### src/rtl/reg_write_ctrl.sv
// Register-file write-port controller: merges pipeline writeback with multi-cycle
// results, buffers one colliding result, and tracks outstanding multi-cycle writes.
module reg_write_ctrl #(
    parameter int ADDRESS_WIDTH = 5,
    parameter int DATA_WIDTH    = 32
) (
    input  logic                     clk,
    input  logic                     rst,
    input  logic                     wb_we,
    input  logic [ADDRESS_WIDTH-1:0] wb_rd,
    input  logic [DATA_WIDTH-1:0]    wb_data,
    input  logic                     issue_valid,
    input  logic [ADDRESS_WIDTH-1:0] issue_rd,
    output logic                     issue_ok,
    input  logic                     mc_valid,
    input  logic [ADDRESS_WIDTH-1:0] mc_rd,
    input  logic [DATA_WIDTH-1:0]    mc_data,
    output logic                     mc_ready,
    input  logic [ADDRESS_WIDTH-1:0] rs1,
    input  logic [ADDRESS_WIDTH-1:0] rs2,
    output logic                     stall,
    output logic                     WE3,
    output logic [ADDRESS_WIDTH-1:0] AD3,
    output logic [DATA_WIDTH-1:0]    WD3
);

    localparam int NUM_REGS = 2 ** ADDRESS_WIDTH;

    typedef enum logic [1:0] {
        SRC_NONE,
        SRC_WB,
        SRC_HOLD,
        SRC_MC
    } src_e;

    logic [NUM_REGS-1:0]      busy_q, busy_d;
    logic                     hold_valid_q, hold_valid_d;
    logic [ADDRESS_WIDTH-1:0] hold_rd_q, hold_rd_d;
    logic [DATA_WIDTH-1:0]    hold_data_q, hold_data_d;

    src_e src;
    logic mc_accept;

    assign mc_ready  = !hold_valid_q && !rst;
    assign mc_accept = mc_valid && mc_ready;

    // Write-port source, highest priority first; reset masks every source.
    always_comb begin
        src = SRC_NONE;
        if (!rst) begin
            if (wb_we)
                src = SRC_WB;
            else if (hold_valid_q)
                src = SRC_HOLD;
            else if (mc_accept)
                src = SRC_MC;
        end
    end

    always_comb begin
        AD3 = '0;
        WD3 = '0;
        case (src)
            SRC_WB: begin
                AD3 = wb_rd;
                WD3 = wb_data;
            end
            SRC_HOLD: begin
                AD3 = hold_rd_q;
                WD3 = hold_data_q;
            end
            SRC_MC: begin
                AD3 = mc_rd;
                WD3 = mc_data;
            end
            default: begin
                AD3 = '0;
                WD3 = '0;
            end
        endcase
        WE3 = (src != SRC_NONE) && (AD3 != '0);
    end

    assign issue_ok = rst ? 1'b1 : !busy_q[issue_rd];
    assign stall    = rst ? 1'b0
                    : (busy_q[rs1] || busy_q[rs2] || (issue_valid && !issue_ok));

    always_comb begin
        hold_valid_d = hold_valid_q;
        hold_rd_d    = hold_rd_q;
        hold_data_d  = hold_data_q;
        if (wb_we && mc_accept) begin
            hold_valid_d = 1'b1;
            hold_rd_d    = mc_rd;
            hold_data_d  = mc_data;
        end else if (src == SRC_HOLD) begin
            hold_valid_d = 1'b0;
        end
    end

    // Clears come from the value reaching the port; a same-cycle issue re-sets the bit.
    always_comb begin
        busy_d = busy_q;
        if (src == SRC_HOLD)
            busy_d[hold_rd_q] = 1'b0;
        if (src == SRC_MC)
            busy_d[mc_rd] = 1'b0;
        if (issue_valid && (issue_rd != '0))
            busy_d[issue_rd] = 1'b1;
        busy_d[0] = 1'b0;
    end

    always_ff @(posedge clk) begin
        if (rst) begin
            busy_q       <= '0;
            hold_valid_q <= 1'b0;
            hold_rd_q    <= '0;
            hold_data_q  <= '0;
        end else begin
            busy_q       <= busy_d;
            hold_valid_q <= hold_valid_d;
            hold_rd_q    <= hold_rd_d;
            hold_data_q  <= hold_data_d;
        end
    end

endmodule

### config.mk
export PLATFORM = sky130hd
export DESIGN_NAME = reg_write_ctrl
export DESIGN_NICKNAME = d
export VERILOG_FILES = /design/src/rtl/reg_write_ctrl.sv
export SDC_FILE = /design/constraint.sdc
export NUM_CORES = 1
export LEC_CHECK = 0
export ABC_AREA = 1
export BUFFER_PORTS_ARGS = -buffer_cell sky130_fd_sc_hd__buf_2
export CORE_MARGIN = 4
export CORE_UTILIZATION = 50
export DETAILED_ROUTE_END_ITERATION = 8
export GPL_ROUTABILITY_DRIVEN = 0
export PLACE_DENSITY = 0.77
export SLEW_MARGIN = 20
export SYNTH_ARGS = -nofsm -noshare
export SYNTH_HDL_FRONTEND = slang
export SYNTH_SLANG_ARGS = --single-unit
### constraint.sdc
create_clock -name clk -period 1.9 [get_ports clk]
set_input_delay 0.19 -clock clk [delete_from_list [all_inputs] [get_ports clk]]
set_output_delay 0.19 -clock clk [all_outputs]
set_load 0.005 [all_outputs]
# Word level (Yosys, flattened, before mapping)
# Cells that the tools add are included.
# totals
regBits,70
out_inout_bits,41
word_cells,65
input_bits,94
# op_classes
muxes,25
eq_ne,3
bitwise_logic,5
n_reduce_logical,19
n_lt_le_gt_ge,8
# op_table
operator,count
$mux 32,3
$pmux 32 s3,1
$and 32x32->32,2
$not 32->32,2
$or 32x32->32,1
$lt 5x6->1 const B,5
$bmux 1 s5,3
$demux 1 s5,3
$ge 5x1->1 const B,3
$pmux 5 s3,1
$mux 1,10
$reduce_bool 5->1,2
$logic_and 1x1->1,9
$mux 2,4
$eq 2x2->1 const B,2
$logic_not 1->1,4
$reduce_bool 2->1,2
$eq 2x1->1 const B,1
$logic_or 1x1->1,2

# Depth between registers and ports, before layout
# logic_depth
ltp_word,13
depth_mapped,14
depth_no_buf,13

# Worst setup path before layout
# No wires, ideal clock.
# synth_timing
kind,flip-flop to output port
start,register hold_valid_q
end,output port WD3[0]
required_ns,1.710
setup_slack_ns,0.549
arrival_time_ns,1.161
n_path_buf,1
path_stages_with_launch,7
cell_sequence,dfxtp_1 -> nor2_4 -> nand2_2 -> nor2_8 -> clkbuf_1 -> nand2_1 -> o211ai_1
# synth_via
elab_chain_cells,9
elab_cells_between_ends,11
classes_between,3 x eq/ne; 5 x mux; 3 x reduce/logical
# synth_lines
element,line,source
"start, declared",37,"logic hold_valid_q, hold_valid_d;"
"start signal, assigned",121,hold_valid_q <= hold_valid_d;
$logic_not 1->1 (*),44,assign mc_ready = !hold_valid_q && !rst;
$logic_and 1x1->1 (*),44,
named net mc_ready,18,"output logic mc_ready,"
$logic_and 1x1->1 (*),45,assign mc_accept = mc_valid && mc_ready;
$mux 2 (*),55,else if (mc_accept)
$mux 2 (*),53,else if (hold_valid_q)
$mux 2 (*),51,if (wb_we)
$mux 2 (*),50,if (!rst) begin
$eq 2x2->1 or $eq 2x1->1 (tied branches),63,case (src)
$pmux 32 s3 (*),63,
"end, declared",24,output logic [DATA_WIDTH-1:0] WD3
# The timed path passes the listed nets; every way through them passes the cells marked *.

# Worst setup path in the final report
# layout_timing
start,register hold_valid_q
end,output port AD3[2]
# layout_via
elab_chain_cells,9
elab_cells_between_ends,11
classes_between,3 x eq/ne; 5 x mux; 3 x reduce/logical
# layout_lines
element,line,source
$logic_not 1->1,44,
$logic_and 1x1->1,44,
$logic_and 1x1->1,45,
$mux 2,55,
$mux 2 (*),53,
$mux 2 (*),51,
$mux 2 (*),50,
$eq 2x2->1 or $eq 2x1->1 (tied branches),63,
$pmux 5 s3 (*),63,
"end, declared",23,"output logic [ADDRESS_WIDTH-1:0] AD3,"
# Mark *: on every way between the ends. The rest lies on a longest branch, timed or not.

==> reports/results.ini <==
[synthesis]
ys_warn_count = 0
syn_area_per_cell_sq_um = 6.02
syn_area_sq_mm = 0.00471
synth.distinct_cells = 29
syn_nets = 877
synth-seq-cells = 69
syn_inst = 783
yosysSeqAreaShare_pct = 29.3

[cells_and_area]
fillers = 888
nNetsFinal = 1008
antenna_cells = 0
final_core_util_pct = 63.7
finalInstanceArea_sq_mm = 0.00585
syn_to_final_growth_pct = 24.3
fin_cells = 1030
post_route_cells_drive_above_1_share_pct = 26.0

[cts]
cts_hold_buf = 0
insertion_delay_ns = 0.35
root_buffer = clkbuf_8
tritoncts = built
cts.reportedPaths.clkPinSlew_ns = 0.08
tritoncts.num_buffers = 9
cts.sinks = 69
cts_max_level = 3
clock_path_buffers = 2

[power]
pwr_density_cell_mw_per_mm2 = 630
peakVddDrop_uv = 359
seqPwrFrac_pct = 41.2
swShare_pct = 27.8
p_switching_w = 0.00102
leakagePower_nw = 2.67
pwr-share-comb_pct = 18.5
p_int_w = 0.00266
p_clk_share_pct = 40.3

[die]
die-area_sq_mm = 0.0110
die_x_um = 105
pin_count = 135
core-area_sq_mm = 0.00920
die_h_um = 105
placementRows = 35
start_util_pct = 51.2

[min_path]
hold_depth = 3
hp-class = in -> reg

[placement]
portBuffers = 134
dpl_cell_area_sq_mm = 0.00547
dp.cells = 1007
dp_hpwl_um = 11400

[critical_path]
cp.required_ns = 1.71
reg2reg_slack_ns = 0.25
critPathKind = reg -> out
worstPathArrival_ns = 1.61
endpoint_kind = output port
path_max_fanout = 8
start_kind = register
ff2ff_path_depth = 5

[global_routing]
grt_max_degree = 75
overflow = 0
grt_pass1_wl_um = 24800
grt_usage_pct = 27.6
antenna_found_initial = 0
grt_pass1_vias = 5209

[timing]
period_needed_ns = 1.80
period_share_pct = 94.7
timing.final.max_slew_violations = 0
slew_headroom_pct = 52.8
setup_viol = 0
fmax_ghz = 0.556
finalClockSkew_ns = 0.00688
hold_violations = 0
worstMarginPinSlew_ns = 0.703
rsz0062_at_grt = true

[route]
drc = 0
dr_wl_met2_um = 7050
via_per_inst = 5.51
ant_nets = 0
vias = 5678
wl_met1_um = 6430
drt_iter0_markers = 533
wl_met3_um = 1720
wire_per_inst_um = 15.4
top_layer = met4
routed_wl_um = 15900
dr.pass1.iters = 7

[status]
outcome = completed

[job]
max_cap_violations = 0

## worst max-delay path, stage by stage, from the launching register on
cell	delay (ns)
dfxtp_4	0.37
nor2_4	0.14
nand2_4	0.08
nor2_8	0.19
nand2_2	0.08
o211ai_1	0.14
buf_4	0.16
buf_2	0.10
## path summary, 6_finish.rpt
kind              startpoint              end
max reg2reg     hold_rd_q[3]       busy_q[10]
min               mc_data[0]   hold_data_q[0]
max             hold_valid_q           AD3[2]
min reg2reg  hold_data_q[15]  hold_data_q[15]
## kinds of logic (layout without fill, tap and decap cells)
logic type / Yosys count / after routing / share of synthesized area [%]
AO/OA/AOI/OAI: 212 / 212 / 24.7
buffers and inverters: 143 / 278 / 13.1
flip-flops: 69 / 69 / 29.3
AND/OR/NAND/NOR: 359 / 360 / 32.9
## cells in the mapped netlist
master / number / area share (%)
o21ai_0: 46 / 4.9
dfxtp_1: 69 / 29
nor4_1: 1 / 0.13
o211ai_1: 33 / 5.3
clkbuf_1: 10 / 0.80
nand3_1: 60 / 6.4
nand2_2: 5 / 0.66
a221oi_1: 2 / 0.37
a21oi_1: 99 / 11
nand4_1: 1 / 0.13
buf_6: 5 / 1.2
inv_1: 96 / 7.6
nor2_1: 12 / 0.96
inv_2: 9 / 0.72
clkbuf_2: 1 / 0.11
buf_2: 17 / 1.8
nor3_2: 4 / 0.85
nor2_8: 2 / 0.85
o221ai_1: 1 / 0.19
nor3_1: 16 / 1.7
nor2_2: 2 / 0.27
nand3_4: 1 / 0.37
nand2_1: 253 / 20
buf_4: 2 / 0.32
o211ai_2: 1 / 0.27
o21ai_1: 30 / 3.2
buf_1: 2 / 0.16
buf_8: 1 / 0.32
nor2_4: 2 / 0.48
## sequential cells by signal, indices dropped and copies added (netlist names)
register      count
busy_q           31
hold_data_q      32
hold_rd_q         5
hold_valid_q      1
## metal layers
metal | vias up | GRT usage [%]
li1 | 2835 | -
met1 | 2464 | 35.6
met2 | 323 | 44.1
met3 | 56 | 4.88
met4 | 0 | 14.2
met5 | - | 0
## power groups by stage
stage / clock [W] / sequential, W / combinational (W)
after global routing: 0.00156 / 0.00152 / 0.000760
after global placement: 0 / 0.00155 / 0.000646
after detailed placement: 0 / 0.00155 / 0.000647
after floorplan: 0 / 0.00154 / 0.000382
final: 0.00149 / 0.00152 / 0.000682
after CTS: 0.00150 / 0.00152 / 0.000657
## cells in the final DEF (no fill, tap or decap)
| cell type | count |
|---|---|
| buf_2 | 134 |
| inv_2 | 19 |
| inv_4 | 1 |
| nor2_8 | 2 |
| nor3_1 | 16 |
| nor2_4 | 2 |
| o21ai_0 | 40 |
| nand3_2 | 3 |
| clkinvlp_4 | 2 |
| clkinv_2 | 1 |
| bufinv_16 | 3 |
| nand4_1 | 1 |
| dfxtp_2 | 17 |
| buf_12 | 4 |
| clkbuf_8 | 10 |
| o21ai_1 | 32 |
| nor4_1 | 1 |
| o221ai_2 | 1 |
| nor2_1 | 12 |
| o211ai_2 | 1 |
| buf_4 | 19 |
| dfxtp_1 | 51 |
| a221oi_2 | 1 |
| nor2_2 | 2 |
| nand3_1 | 58 |
| nor3_2 | 4 |
| dfxtp_4 | 1 |
| nand2_4 | 1 |
| inv_1 | 85 |
| a221oi_1 | 1 |
| o21ai_2 | 4 |
| nand2_2 | 6 |
| o211ai_1 | 33 |
| a21oi_1 | 99 |
| nand3_4 | 1 |
| nand2_1 | 251 |
## stage by stage
stage | hold slack, ns | setup TNS, ns | total power (W) | setup WS (ns)
final | 0.132 | 0 | 0.00369 | 0.100
after global routing | 0.145 | -0.0550 | 0.00385 | -0.0432
after CTS | 0.124 | 0 | 0.00368 | 0.00375
after detailed placement | 0.450 | 0 | 0.00220 | 0.236
after global placement | 0.449 | 0 | 0.00220 | 0.256
after floorplan | 0.352 | 0 | 0.00193 | 0.549
## area by class of cell
cell class                 instances  area [sq um]  area share, %
multi-input combinational        572          2770           47.3
sequential                        69          1410           24.0
inverter                         105           397           6.77
clock buffer                      10           138           2.35
timing repair buffer             157           893           15.3
clock inverter                     6           110           1.88
tap                              111           139           2.37
## repair_timing
action | CTS | global route
buffers inserted | 3 | 3
endpoints found under the setup margin | 24 | 28
gates cloned | 0 | 1
resized for setup | 3 | 47
pin swaps | 2 | 6
No activity file was read; power rests on OpenSTA's default activity.
